**src/rtl/sdram_ls_pkg.sv**
```systemverilog
// Shared types for the SDRAM load/store port arbiter: FSM states and client ids.
package sdram_ls_pkg;

    typedef enum logic [1:0] {
        LS_SYNC,
        LS_IDLE,
        LS_WAIT
    } ls_arb_st_t;

    localparam int LS_CLI_ROM  = 0;
    localparam int LS_CLI_BKWR = 1;
    localparam int LS_CLI_BKRD = 2;

endpackage

```
**src/rtl/sdram_ls_arbiter_if.sv**
```systemverilog
// Client toggle-handshake bundle plus the SDRAM ls_* port; master = arbiter side.
interface sdram_ls_arbiter_if #(
    parameter int NCLI = 3,
    parameter int AW   = 25
);
    logic [NCLI-1:0]          cli_req;
    logic [NCLI-1:0]          cli_ack;
    logic [NCLI-1:0]          cli_we;
    logic [NCLI-1:0][AW-1:0]  cli_addr;
    logic [NCLI-1:0][31:0]    cli_din;
    logic [31:0]              cli_dout;
    logic [AW-1:0]            ls_addr;
    logic [31:0]              ls_din;
    logic                     ls_we_req;
    logic                     ls_we_ack;
    logic                     ls_rd_req;
    logic                     ls_rd_ack;
    logic [31:0]              ls_dout;

    modport master (
        input  cli_req, cli_we, cli_addr, cli_din, ls_we_ack, ls_rd_ack, ls_dout,
        output cli_ack, cli_dout, ls_addr, ls_din, ls_we_req, ls_rd_req
    );

    modport slave (
        output cli_req, cli_we, cli_addr, cli_din, ls_we_ack, ls_rd_ack, ls_dout,
        input  cli_ack, cli_dout, ls_addr, ls_din, ls_we_req, ls_rd_req
    );
endinterface

```
**src/rtl/sdram_ls_arbiter_rr_pick.sv**
```systemverilog
// Round-robin picker: first set request bit at or after ptr, wrapping at NCLI-1.
module rr_pick #(
    parameter  int NCLI = 3,
    localparam int IW   = $clog2(NCLI)
) (
    input  logic [NCLI-1:0] req,
    input  logic [IW-1:0]   ptr,
    output logic            vld,
    output logic [IW-1:0]   idx
);
    int j;

    // Scan from farthest to nearest so the closest requester overwrites the rest.
    always_comb begin
        vld = 1'b0;
        idx = '0;
        j   = 0;
        for (int k = NCLI - 1; k >= 0; k--) begin
            j = int'(ptr) + k;
            if (j >= NCLI) j = j - NCLI;
            if (req[j]) begin
                vld = 1'b1;
                idx = IW'(j);
            end
        end
    end
endmodule

```
**src/rtl/sdram_ls_arbiter.sv**
```systemverilog
// Shares the SDRAM single ls toggle port among NCLI clients, one transfer in flight,
// round-robin grant, with a per-transfer watchdog and sticky error flag.
module sdram_ls_arbiter
    import sdram_ls_pkg::*;
#(
    parameter  int NCLI    = 3,
    parameter  int AW      = 25,
    parameter  int TIMEOUT = 4095,
    localparam int IW      = $clog2(NCLI)
) (
    input  logic                 clk_sys,
    input  logic                 reset,
    sdram_ls_arbiter_if.master   bus,
    output logic                 busy,
    output logic [IW-1:0]        grant,
    output logic                 err
);
    localparam int             WDW    = (TIMEOUT < 2) ? 1 : $clog2(TIMEOUT + 1);
    localparam logic [WDW-1:0] WD_LIM = WDW'(TIMEOUT);

    ls_arb_st_t      state;
    logic [IW-1:0]   rr_ptr;
    logic [WDW-1:0]  wd_cnt;
    logic [WDW-1:0]  wd_nxt;
    logic            cur_we;
    logic            req_snap;
    logic [NCLI-1:0] pend;
    logic            win_vld;
    logic [IW-1:0]   win;
    logic            done;
    logic            ls_synced;

    assign pend      = bus.cli_req ^ bus.cli_ack;
    assign wd_nxt    = wd_cnt + WDW'(1);
    assign ls_synced = (bus.ls_we_ack == bus.ls_we_req) && (bus.ls_rd_ack == bus.ls_rd_req);
    assign done      = cur_we ? (bus.ls_we_ack == bus.ls_we_req)
                              : (bus.ls_rd_ack == bus.ls_rd_req);

    rr_pick #(.NCLI(NCLI)) u_pick (
        .req (pend),
        .ptr (rr_ptr),
        .vld (win_vld),
        .idx (win)
    );

    always_ff @(posedge clk_sys or posedge reset) begin
        if (reset) begin
            state         <= LS_SYNC;
            bus.cli_ack   <= '0;
            bus.cli_dout  <= '0;
            bus.ls_addr   <= '0;
            bus.ls_din    <= '0;
            bus.ls_we_req <= 1'b0;
            bus.ls_rd_req <= 1'b0;
            busy          <= 1'b0;
            grant         <= '0;
            err           <= 1'b0;
            rr_ptr        <= '0;
            wd_cnt        <= '0;
            cur_we        <= 1'b0;
            req_snap      <= 1'b0;
        end else begin
            case (state)
                // SDRAM side may come out of reset later with stale ack levels.
                LS_SYNC: if (ls_synced) state <= LS_IDLE;

                LS_IDLE: if (win_vld) begin
                    bus.ls_addr <= bus.cli_addr[win];
                    bus.ls_din  <= bus.cli_din[win];
                    cur_we      <= bus.cli_we[win];
                    if (bus.cli_we[win]) bus.ls_we_req <= ~bus.ls_we_req;
                    else                 bus.ls_rd_req <= ~bus.ls_rd_req;
                    grant       <= win;
                    busy        <= 1'b1;
                    wd_cnt      <= '0;
                    req_snap    <= bus.cli_req[win];
                    state       <= LS_WAIT;
                end

                LS_WAIT: begin
                    // A second toggle from the owner would be lost: flag it, finish anyway.
                    if (bus.cli_req[grant] != req_snap) err <= 1'b1;
                    if (done) begin
                        if (!cur_we) bus.cli_dout <= bus.ls_dout;
                        bus.cli_ack[grant] <= ~bus.cli_ack[grant];
                        busy   <= 1'b0;
                        rr_ptr <= (grant == IW'(NCLI - 1)) ? '0 : grant + IW'(1);
                        state  <= LS_IDLE;
                    end else if (wd_cnt != WD_LIM) begin
                        wd_cnt <= wd_nxt;
                        if (TIMEOUT != 0 && wd_nxt == WD_LIM) err <= 1'b1;
                    end
                end

                default: state <= LS_SYNC;
            endcase
        end
    end
endmodule
```
**src/flat_wrapper.sv**
```systemverilog
// flat-port wrapper written by rule: the top's interface ports become plain ports
module sdram_ls_arbiter_flat import sdram_ls_pkg::*;
#(
    parameter  int NCLI    = 3,
    parameter  int AW      = 25,
    parameter  int TIMEOUT = 4095,
    localparam int IW      = $clog2(NCLI)
)
  (clk_sys, reset, busy, grant, err, bus_cli_req, bus_cli_we, bus_cli_addr, bus_cli_din, bus_ls_we_ack, bus_ls_rd_ack, bus_ls_dout, bus_cli_ack, bus_cli_dout, bus_ls_addr, bus_ls_din, bus_ls_we_req, bus_ls_rd_req);
  sdram_ls_arbiter_if #(.NCLI(NCLI), .AW(AW)) bus_i ();
  input  logic clk_sys;
  input  logic reset;
  output logic busy;
  output logic [IW-1:0] grant;
  output logic err;
  input wire logic [$bits(bus_i.cli_req)-1:0] bus_cli_req;
  input wire logic [$bits(bus_i.cli_we)-1:0] bus_cli_we;
  input wire logic [$bits(bus_i.cli_addr)-1:0] bus_cli_addr;
  input wire logic [$bits(bus_i.cli_din)-1:0] bus_cli_din;
  input wire logic [$bits(bus_i.ls_we_ack)-1:0] bus_ls_we_ack;
  input wire logic [$bits(bus_i.ls_rd_ack)-1:0] bus_ls_rd_ack;
  input wire logic [$bits(bus_i.ls_dout)-1:0] bus_ls_dout;
  output wire logic [$bits(bus_i.cli_ack)-1:0] bus_cli_ack;
  output wire logic [$bits(bus_i.cli_dout)-1:0] bus_cli_dout;
  output wire logic [$bits(bus_i.ls_addr)-1:0] bus_ls_addr;
  output wire logic [$bits(bus_i.ls_din)-1:0] bus_ls_din;
  output wire logic [$bits(bus_i.ls_we_req)-1:0] bus_ls_we_req;
  output wire logic [$bits(bus_i.ls_rd_req)-1:0] bus_ls_rd_req;
  assign bus_i.cli_req = bus_cli_req;
  assign bus_i.cli_we = bus_cli_we;
  assign bus_i.cli_addr = bus_cli_addr;
  assign bus_i.cli_din = bus_cli_din;
  assign bus_i.ls_we_ack = bus_ls_we_ack;
  assign bus_i.ls_rd_ack = bus_ls_rd_ack;
  assign bus_i.ls_dout = bus_ls_dout;
  assign bus_cli_ack = bus_i.cli_ack;
  assign bus_cli_dout = bus_i.cli_dout;
  assign bus_ls_addr = bus_i.ls_addr;
  assign bus_ls_din = bus_i.ls_din;
  assign bus_ls_we_req = bus_i.ls_we_req;
  assign bus_ls_rd_req = bus_i.ls_rd_req;
  sdram_ls_arbiter #(.NCLI(NCLI), .AW(AW), .TIMEOUT(TIMEOUT)) u_core (.clk_sys(clk_sys), .reset(reset), .bus(bus_i), .busy(busy), .grant(grant), .err(err));
endmodule
```
**config.mk**
```make
export PLATFORM = sky130hd
export DESIGN_NAME = sdram_ls_arbiter_flat
export DESIGN_NICKNAME = d
export VERILOG_FILES = /design/src/rtl/sdram_ls_pkg.sv /design/src/rtl/sdram_ls_arbiter_if.sv /design/src/rtl/sdram_ls_arbiter_rr_pick.sv /design/src/rtl/sdram_ls_arbiter.sv /design/src/flat_wrapper.sv
export SDC_FILE = /design/constraint.sdc
export NUM_CORES = 1
export LEC_CHECK = 0
export ABC_AREA = 1
export BUFFER_PORTS_ARGS = -buffer_cell sky130_fd_sc_hd__buf_2
export CAP_MARGIN = 20
export CORE_ASPECT_RATIO = 1.2
export CORE_UTILIZATION = 35
export DETAILED_ROUTE_END_ITERATION = 10
export SYNTH_ARGS = -nofsm -noshare
export SYNTH_HDL_FRONTEND = slang
export SYNTH_SLANG_ARGS = --single-unit
```
**constraint.sdc**
```tcl
create_clock -name clk_sys -period 8.65 [get_ports clk_sys]
set_input_delay 0.865 -clock clk_sys [delete_from_list [all_inputs] [get_ports clk_sys]]
set_output_delay 0.865 -clock clk_sys [all_outputs]
set_load 0.05 [all_outputs]
```
==> flow_metrics.py, run 1 <==
metrics = {
    "status": {
        "status": "completed",
    },
    "power_and_ir_drop": {
        "switching_share_pct": 56.1,
        "p_seq_share_pct": 21.9,
        "p_leak_nw": 4.77,
        "p_per_area_nw_per_um2": 495,
        "combPwrFrac_pct": 62.1,
        "power.switching_mw": 2.39,
        "p_clk_share_pct": 16.0,
        "p_int_mw": 1.87,
        "peakVddDrop_mv": 0.326,
    },
    "hold_path": {
        "min_to": "u_core.err",
        "worstHoldStart": "u_core.err",
        "hp-class": "flip-flop to flip-flop",
        "holdPathStages": 2,
    },
    "timing": {
        "finalSetupTns_ns": 0,
        "max_slew_margin_pct": 34.0,
        "rsz0062_at_grt": "no",
        "fin_skew_ns": 0.00891,
        "tightestPinTransition_ns": 0.988,
        "hold_ws_ns": 0.466,
        "finalMaxSlewViolations": 0,
        "maxClockFrequency_mhz": 299,
        "timing.final.crit_share_pct": 38.7,
        "fin_crit_ns": 3.35,
        "finalHoldViolations": 0,
        "final-setup-viol-count": 0,
    },
    "yosys": {
        "yosysSeqAreaShare_pct": 44.9,
        "synthCells": 834,
        "syn_nets": 1052,
        "yosysWarnings": 0,
        "syn_area_um2": 6470,
        "post_synth_num_cell_types": 35,
        "ys_seq_elements": 116,
        "synth.avg_cell_area_um2": 7.76,
    },
    "finish": {
        "layout-drive-gt1-share_pct": 35.7,
        "final_net_count": 1341,
        "finish.instance_area_um2": 8620,
        "layout_common_cells": "315 x nand2_1, 310 x buf_2, 116 x dfrtp_1",
        "multiInputGateArea_um2": 2980,
        "final_common_cell": "nand2_1",
        "area_delta_synth_final_pct": 33.2,
        "fillCellCount": 1887,
        "seqCellArea_um2": 2900,
    },
    "global_route": {
        "grt_max_degree": 82,
        "grt_usage_pct": 20.6,
        "grt_overflow": 0,
        "gr-usage-met2_pct": 36.4,
        "grt_pass1_vias": 6166,
        "met3_usage_pct": 5.26,
        "globalRoute.busiestLayer": "met2",
        "grt_pass1_wl_um": 30300,
        "antenna_found_initial": 4,
        "grt_util_met1_pct": 23.8,
    },
    "worst_setup_path": {
        "r2r_end": "u_core.bus.ls_din[1]",
        "cp_max_fo": 60,
        "slowest_delay_ns": 0.87,
        "r2r-start": "u_core.rr_ptr[0]",
        "worstPathArrival_ns": 3.69,
        "end_kind": "flip-flop",
        "r2r_cells": 12,
        "crit_path_top_delay_cell": "nor2_4",
        "startpoint_type": "flip-flop",
        "worst-path-buf-inv": 3,
        "crit_chain": "inv_1 > ha_1 > inv_2 > nand3_1 > nand3_1 > o21ai_1 > nand2_1 > nand2_2 > inv_4 > nor2_4 > nand2_1 > nand3_1",
        "rrSetupSlack_ns": 5.30,
        "required_ns": 9.00,
        "cp_top_family": "simple AND/OR/NAND/NOR gates",
        "cp_common_cell": "nand3_1",
        "crit_type": "flip-flop to flip-flop",
    },
    "run": {
        "cap_violations": 0,
    },
    "placed_design": {
        "place_area_um2": 8040,
        "hpwl_um": 14100,
        "gp_congestion": 0.862,
        "port_buffers": 310,
    },
    "die": {
        "core_area_um2": 18100,
        "num_rows": 54,
        "initial_core_util_pct": 35.7,
        "dieArea_um2": 19000,
        "ios": 311,
        "fp.dieH_um": 151,
        "die_w_um": 126,
    },
    "clock_network": {
        "ctsResizeCount": 0,
        "clock_insertion_delay_worst_skew_ns": 0.41,
        "cts_setup_buffers": 0,
        "cts_buffers": 17,
        "htree_levels": 4,
        "clockBufferDepth": 2,
        "cts_tree": "done",
        "path_clk_slew_ns": 0.06,
        "cts-root-buf": "clkbuf_16",
        "ctsHoldBuffers": 0,
        "cts.sinks": 116,
    },
    "routing": {
        "routed_wl_um": 19500,
        "viasPerCell": 4.79,
        "dr.first_iter.drc_count": 272,
        "num_vias": 6519,
        "firstDrtPassIters": 5,
        "drc": 0,
        "wl_per_cell_um": 14.3,
        "final_antenna_net_count": 0,
    },
}
metrics by stage:
step | util [%] | power (mW) | worst slack (ns) | instances
after floorplan | - | 3.10 | 4.71 | 834
after global routing | 47.6 | 4.61 | 4.94 | 1360
after detailed placement | 44.4 | 3.63 | 5.00 | 1328
after CTS | 47.6 | 4.32 | 5.29 | 1360
after global placement | 44.4 | 3.59 | 5.03 | 1328
final | 47.6 | 4.27 | 5.30 | 1361
flip-flops by register name, indices dropped and copies added (netlist names), 2 cells and up:
name and count:
u_core.wd_cnt 12, u_core.state 2, u_core.bus.cli_dout 32, u_core.bus.ls_din 32, u_core.grant 2, u_core.rr_ptr 2
u_core.bus.ls_addr 25, u_core.bus.cli_ack 3
worst max-delay path by stage:
| stage | slack, ns | cells past startpoint | start | endpoint |
|---|---|---|---|---|
| 2_1_floorplan | 4.71 | 1 | reset | u_core.bus.cli_ack[0] |
| 3_3_place_gp | 5.03 | 14 | bus_cli_req[2] | u_core.bus.ls_din[20] |
| 3_5_place_dp | 5.00 | 13 | bus_cli_req[1] | u_core.bus.ls_din[1] |
| 4_1_cts | 5.29 | 12 | u_core.rr_ptr[0] | u_core.bus.ls_din[9] |
| 5_1_grt | 4.94 | 12 | u_core.rr_ptr[0] | u_core.bus.ls_din[12] |
| 6_report | 5.30 | 12 | u_core.rr_ptr[0] | u_core.bus.ls_din[1] |
power groups by stage:
stage / clock (mW) / combinational (mW) / sequential, mW
after global placement: 0 / 2.66 / 0.937
final: 0.680 / 2.65 / 0.935
after CTS: 0.696 / 2.69 / 0.935
after global routing: 0.722 / 2.92 / 0.963
after detailed placement: 0 / 2.69 / 0.938
after floorplan: 0 / 1.41 / 1.69
layer usage:
metal	up-vias	share of wire, %
met5	-	0.12
met4	4	2.3
met3	32	6.1
met1	3002	40
met2	237	51
li1	3244	-
final cells by class:
type | instances | share of cell area, %
multi-input cells | 596 | 34.6
inverters | 79 | 3.53
clock inverters | 15 | 1.73
repair buffers | 313 | 18.3
well taps | 224 | 3.25
clock buffers | 17 | 4.94
flip-flops and latches | 116 | 33.7
diodes | 1 | 0.0290
cells by family (layout without fill, tap and decap cells):
family	count (synthesis)	count (layout)	share of synthesized area [%]
xor+xnor	10	10	1.35
compound gates	65	65	6.83
buf+inv	122	424	9.07
simple gates	484	484	31.3
fa+ha+maj	5	5	0.967
mux	32	32	5.57
other cells	0	1	0
flops	116	116	44.9
synthesized netlist by cell type (all sizes together):
cell | n | share of area (%)
o22ai | 1 | 0.097
nand2 | 320 | 19
nor3b | 1 | 0.12
o21ai | 21 | 1.7
o221ai | 1 | 0.14
a31oi | 1 | 0.097
nand4 | 4 | 0.39
clkbuf | 1 | 0.058
nand3 | 116 | 9.2
mux2 | 32 | 5.6
o21bai | 2 | 0.23
nor2 | 38 | 2.3
o211ai | 18 | 2.8
ha | 5 | 0.97
nor3 | 5 | 0.39
inv | 79 | 4.7
xor2 | 8 | 1.1
a21oi | 21 | 1.8
xnor2 | 2 | 0.27
buf | 42 | 4.4
dfrtp | 116 | 45
worst min-delay path, stage by stage (launching register included):
cell and delay, ns:
dfrtp_1 0.34, inv_1 0.04, nand2_1 0.05
Power figures use the tool's default switching activity.
==> run 2, diff against run 1 <==
--- a/config.mk
+++ b/config.mk
@@ -5,12 +5,13 @@
 export SDC_FILE = /design/constraint.sdc
 export NUM_CORES = 1
 export LEC_CHECK = 0
-export ABC_AREA = 1
+export ABC_AREA = 0
 export BUFFER_PORTS_ARGS = -buffer_cell sky130_fd_sc_hd__buf_2
 export CAP_MARGIN = 20
 export CORE_ASPECT_RATIO = 1.2
 export CORE_UTILIZATION = 35
 export DETAILED_ROUTE_END_ITERATION = 10
+export PLACE_DENSITY = 0.66
 export SYNTH_ARGS = -nofsm -noshare
 export SYNTH_HDL_FRONTEND = slang
 export SYNTH_SLANG_ARGS = --single-unit
==> constraint.sdc (replaced) <==
create_clock -name clk_sys -period 2.9 [get_ports clk_sys]
set_input_delay 0.29 -clock clk_sys [delete_from_list [all_inputs] [get_ports clk_sys]]
set_output_delay 0.29 -clock clk_sys [all_outputs]
set_load 0.05 [all_outputs]
==> run 2 against run 1 <==
  * Largest power group unchanged
  * Sequential power rose to 3.0 times the previous value
  * Clock power increased to 3.0 times the previous value
  * Global-route usage decreased by 0.69 points
==> flow_metrics.py, run 2 <==
metrics = {
    "worst_setup_path": {
        "end_kind": "flip-flop",
        "slowest_delay_ns": 0.37,
        "worstPathArrival_ns": 2.93,
        "startpoint_type": "flip-flop",
        "crit_path_top_delay_cell": "dfrtp_1",
        "cp_top_family": "simple AND/OR/NAND/NOR gates",
        "crit_chain": "inv_1 > ha_1 > or2_2 > o221ai_2 > or3_4 > buf_12 > mux2_2 > a221oi_1 > nor2_1",
        "cp_max_fo": 28,
        "required_ns": 3.17,
        "worst-path-buf-inv": 2,
        "crit_type": "flip-flop to flip-flop",
    },
    "die": {
        "initial_core_util_pct": 36.2,
        "die_w_um": 123,
        "num_rows": 52,
        "core_area_um2": 17100,
        "dieArea_um2": 18200,
        "fp.dieH_um": 148,
        "ios": 311,
    },
    "clock_network": {
        "cts-root-buf": "clkbuf_16",
        "clock_insertion_delay_worst_skew_ns": 0.40,
        "clockBufferDepth": 2,
        "cts.sinks": 116,
        "cts_buffers": 17,
        "cts_setup_buffers": 0,
        "htree_levels": 4,
        "path_clk_slew_ns": 0.06,
        "cts_tree": "done",
    },
    "timing": {
        "maxClockFrequency_mhz": 376,
        "final-setup-viol-count": 0,
        "timing.final.crit_share_pct": 91.6,
        "rsz0062_at_grt": "no",
        "fin_skew_ns": 0.00868,
        "max_slew_margin_pct": 53.7,
        "finalSetupTns_ns": 0,
        "finalMaxSlewViolations": 0,
        "tightestPinTransition_ns": 0.695,
        "fin_crit_ns": 2.66,
        "finalHoldViolations": 0,
    },
    "yosys": {
        "synth_largest_type_area_fraction_pct": 46.9,
        "synth.avg_cell_area_um2": 9.75,
        "synth_most_common_cell": "dfrtp_1",
        "synth_edf_count": 0,
        "ys.flop_type": "dfrtp_1",
        "synthCells": 635,
        "ys_seq_elements": 116,
        "syn_nets": 853,
        "synth_common_cells": "116 x dfrtp_1, 108 x nand2_1, 83 x nor2_1, 46 x a21o_1, 45 x a311oi_1",
        "synth_area_leader_cell": "dfrtp_1",
        "async_flop_share_pct": 100,
        "yosysSeqAreaShare_pct": 46.9,
        "syn_area_um2": 6190,
        "post_synth_num_cell_types": 51,
        "yosysWarnings": 0,
        "synth_area_leaders": "dfrtp_1 47%, mux2_2 6.7%, nand2_1 6.5%",
    },
    "finish": {
        "antenna_cells": 0,
        "finish.instance_area_um2": 8630,
        "final_net_count": 1151,
        "layout_common_cells": "310 x buf_2, 116 x dfrtp_1, 107 x nand2_1",
        "area_delta_synth_final_pct": 39.4,
        "top_regs": "u_core.bus.cli_dout x32, u_core.bus.ls_din x32, u_core.bus.ls_addr x25",
        "layout-drive-gt1-share_pct": 45.0,
        "final_common_cell": "buf_2",
        "final_core_util_pct": 50.4,
    },
    "routing": {
        "viasPerCell": 5.10,
        "drc": 0,
        "routed_wl_um": 19000,
        "dr.first_iter.drc_count": 327,
        "firstDrtPassIters": 7,
        "final_antenna_net_count": 0,
        "num_vias": 5926,
        "wl_per_cell_um": 16.3,
    },
    "power_and_ir_drop": {
        "p_per_area_nw_per_um2": 1420,
        "p_leak_nw": 4.48,
        "peakVddDrop_mv": 0.624,
    },
    "status": {
        "status": "completed",
    },
    "placed_design": {
        "hpwl_um": 13700,
        "port_buffers": 310,
        "place_area_um2": 8030,
        "gp_congestion": 0.879,
    },
    "hold_path": {
        "hp-class": "primary input to flip-flop",
    },
    "global_route": {
        "grt_pass1_vias": 5542,
        "grt_pass1_wl_um": 28100,
        "grt_usage_pct": 19.9,
        "antenna_found_initial": 0,
        "grt_overflow": 0,
        "grt_max_degree": 81,
    },
    "run": {
        "cap_violations": 0,
    },
}
## run 2: changes by cell type after synthesis, moves of 22 or more
cell and delta:
nand3_1 -109, nor2_1 +46, inv_1 -65, nand2_1 -207
a21o_1 +46, buf_2 -22, a311oi_1 +45, clkbuf_1 +36
## run 2: worst paths after layout
path | start | to | slack [ns] | cells past startpoint
setup / recovery | u_core.rr_ptr[0] | u_core.bus.ls_din[11] | 0.24 | 9
hold / removal | bus_ls_dout[31] | u_core.bus.cli_dout[31] | 0.11 | 2
setup reg to reg | u_core.rr_ptr[0] | u_core.bus.ls_din[11] | 0.24 | 9
hold reg to reg | u_core.bus.ls_din[19] | u_core.bus.ls_din[19] | 0.47 | 1
max in group asynchronous | reset | u_core.bus.ls_addr[5] | 1.56 | 4
min in group asynchronous | reset | u_core.bus.cli_dout[8] | 0.50 | 3
## run 2: per-stage QoR
| stage | cells | power [mW] | hold slack [ns] | setup slack, ns |
|---|---|---|---|---|
| finish | 1161 | 12.3 | 0.113 | 0.243 |
| global route | 1161 | 13.0 | 0.102 | 0.0364 |
| CTS | 1160 | 12.3 | 0.0923 | 0.191 |
| detailed placement | 1128 | 10.2 | 0.367 | 0.195 |
| global placement | 1128 | 10.1 | 0.360 | 0.253 |
| floorplan | 635 | 8.32 | 0.442 | 0.467 |
## run 2: kinds of logic after synthesis
family                   synth area share, %
adder cells (fa/ha/maj)                 1.01
AO/OA/AOI/OAI                           21.0
buffers and inverters                   3.92
flip-flops                              46.9
multiplexers                            9.23
XOR/XNOR                                2.79
AND/OR/NAND/NOR                         15.2
## run 2: repair_timing
action	4_1_cts	5_1_grt
gates resized for setup	0	1
setup endpoints to repair	0	1
endpoints found under the hold margin	22	0
hold buffers	1	0
## run 2: area by class of cell
type	count	area, um^2
inverters	8	33.8
multi-input cells	463	3080
flip-flops and latches	116	2900
clock inverters	10	108
well taps	216	270
fillers	1655	8480
repair buffers	327	1770
clock buffers	21	460
## run 2: per-layer routing
metal	vias up	share of wire, %	track usage, %
met5	-	0	0
li1	2877	-	-
met2	176	50	33.7
met3	23	4.8	4.09
met1	2850	43	25.2
met4	0	1.7	6.45
## run 2: report_power, final
part | internal, mW | total [mW] | switching [mW]
Sequential | 2.36 | 2.79 | 0.425
Clock | 1.30 | 2.01 | 0.715
Combinational | 2.30 | 7.47 | 5.17
Total | 5.95 | 12.3 | 6.31
==> run 3, diff against run 2 <==
--- a/config.mk
+++ b/config.mk
@@ -11,7 +11,8 @@
 export CORE_ASPECT_RATIO = 1.2
 export CORE_UTILIZATION = 35
 export DETAILED_ROUTE_END_ITERATION = 10
-export PLACE_DENSITY = 0.66
+export PLACE_DENSITY = 0.69
+export REMOVE_ABC_BUFFERS = 1
 export SYNTH_ARGS = -nofsm -noshare
 export SYNTH_HDL_FRONTEND = slang
 export SYNTH_SLANG_ARGS = --single-unit
==> run 3 against run 2 <==
  * Clock power is 7% higher
  * Critical path type unchanged
  * Utilization is 0.26 points higher
  * Non-clock buffer count is 2 higher
==> flow_metrics.py, run 3 (same netlist as run 2, synthesis figures left out) <==
metrics = {
    "timing": {
        "final-setup-viol-count": 0,
        "timing.final.crit_share_pct": 93.9,
        "fin_crit_ns": 2.72,
        "maxClockFrequency_mhz": 367,
        "finalHoldViolations": 0,
        "hold_ws_ns": 0.0994,
        "finalMaxSlewViolations": 0,
        "fin_skew_ns": 0.0120,
        "rsz0062_at_grt": "no",
        "finalSetupTns_ns": 0,
        "tightestPinTransition_ns": 0.713,
        "max_slew_margin_pct": 52.4,
    },
    "clock_network": {
        "clock_insertion_delay_worst_skew_ns": 0.42,
        "clockBufferDepth": 2,
        "cts-root-buf": "clkbuf_16",
        "ctsResizeCount": 0,
        "cts_tree": "done",
        "cts.sinks": 116,
        "path_clk_slew_ns": 0.06,
        "ctsHoldBuffers": 1,
        "cts_buffers": 17,
        "cts_setup_buffers": 0,
        "htree_levels": 4,
    },
    "hold_path": {
        "hp-class": "primary input to flip-flop",
    },
    "die": {
        "initial_core_util_pct": 36.2,
        "core_area_um2": 17100,
        "num_rows": 52,
        "die_w_um": 123,
        "fp.dieH_um": 148,
        "ios": 311,
        "dieArea_um2": 18200,
    },
    "power_and_ir_drop": {
        "p_per_area_nw_per_um2": 1430,
        "power_mw": 12.4,
        "peakVddDrop_mv": 0.584,
        "p_leak_nw": 4.51,
    },
    "finish": {
        "area_delta_synth_final_pct": 40.1,
        "top_regs": "u_core.bus.cli_dout x32, u_core.bus.ls_din x32, u_core.bus.ls_addr x25",
        "layout-drive-gt1-share_pct": 45.4,
        "final_common_cell": "buf_2",
        "final_core_util_pct": 50.7,
        "final_net_count": 1153,
        "layout_common_cells": "310 x buf_2, 116 x dfrtp_1, 107 x nand2_1",
        "fin_cells": 1165,
    },
    "worst_setup_path": {
        "end_kind": "flip-flop",
        "crit_type": "flip-flop to flip-flop",
        "cp_max_fo": 37,
        "startpoint_type": "flip-flop",
        "worstPathArrival_ns": 3.01,
        "crit_chain": "inv_1 > ha_1 > or2_2 > o221ai_2 > or3_2 > buf_12 > mux2_2 > a221oi_1 > nor2_1",
        "required_ns": 3.19,
        "crit_path_top_delay_cell": "dfrtp_1",
        "slowest_delay_ns": 0.37,
        "rrSetupSlack_ns": 0.18,
    },
    "status": {
        "status": "completed",
    },
    "run": {
        "cap_violations": 0,
    },
    "global_route": {
        "grt_overflow": 0,
        "grt_pass1_vias": 5911,
        "grt_usage_pct": 20.7,
        "grt_pass1_wl_um": 29100,
        "antenna_found_initial": 1,
        "grt_max_degree": 71,
    },
    "routing": {
        "final_antenna_net_count": 0,
        "num_vias": 6054,
        "routed_wl_um": 19100,
        "drc": 0,
        "firstDrtPassIters": 4,
        "dr.first_iter.drc_count": 354,
        "wl_per_cell_um": 16.4,
        "viasPerCell": 5.20,
    },
    "placed_design": {
        "port_buffers": 310,
        "dpl.cell_count": 1131,
        "gp_congestion": 0.921,
        "hpwl_um": 14000,
    },
}
[run 3: cell count changes in the layout (fill, tap and decap cells not counted), moves of 2 or more]
cell | before | now
clkinv_4 | 0 | 4
clkbuf_1 | 2 | 0
clkinv_2 | 5 | 0
inv_6 | 0 | 6
buf_4 | 9 | 11
clkinvlp_4 | 4 | 1
[run 3: worst paths after layout]
check	from	end	depth (start not counted)
max	u_core.rr_ptr[0]	u_core.bus.ls_din[11]	9
min reg2reg	u_core.bus.ls_din[19]	u_core.bus.ls_din[19]	1
min	bus_ls_dout[17]	u_core.bus.cli_dout[17]	2
min in group asynchronous	reset	u_core.bus.ls_addr[22]	3
max reg2reg	u_core.rr_ptr[0]	u_core.bus.ls_din[11]	9
max in group asynchronous	reset	u_core.state[0]	4
[run 3: area by class of cell]
cell class	count	area (um^2)
fill	1603	8430
tap	216	270
clock inverter	14	166
inverter	8	32.5
multi-input combinational	463	3080
antenna	1	2.50
sequential	116	2900
timing repair buffer	329	1780
clock buffer	18	439
[run 3: per-stage QoR]
stage               instance area (um^2)  worst slack [ns]
floorplan                           5980            -0.777
global placement                    8060             0.269
detailed placement                  8060             0.179
CTS                                 8670             0.164
global route                        8680            0.0254
finish                              8680             0.176
[run 3: power breakdown]
group / internal [mW] / total [mW] / switching [mW] / leakage (nW)
Combinational: 2.31 / 7.46 / 5.15 / 2.79
Clock: 1.31 / 2.15 / 0.831 / 0.295
Sequential: 2.36 / 2.80 / 0.440 / 1.42
Total: 5.99 / 12.4 / 6.42 / 4.51
[run 3: worst max-delay path, delay by kind of cell (launching register included)]
| kind | cells | cell delay [ns] |
|---|---|---|
| muxes | 1 | 0.37 |
| and+or+nand+nor | 3 | 0.64 |
| AOI/OAI and AO/OA | 2 | 0.54 |
| buffers and inverters | 2 | 0.29 |
| adders and majority gates | 1 | 0.37 |
| DFF | 1 | 0.37 |
[run 3: routing by layer]
| metal | share of wire [%] | wire length, um | up-vias | GRT usage [%] |
|---|---|---|---|---|
| met2 | 50 | 9590 | 255 | 34.9 |
| met1 | 41 | 7850 | 2877 | 25.0 |
| met4 | 2.7 | 522 | 0 | 9.94 |
| met3 | 5.7 | 1090 | 34 | 4.13 |
| met5 | 0 | 0 | - | 0 |
| li1 | - | - | 2888 | - |
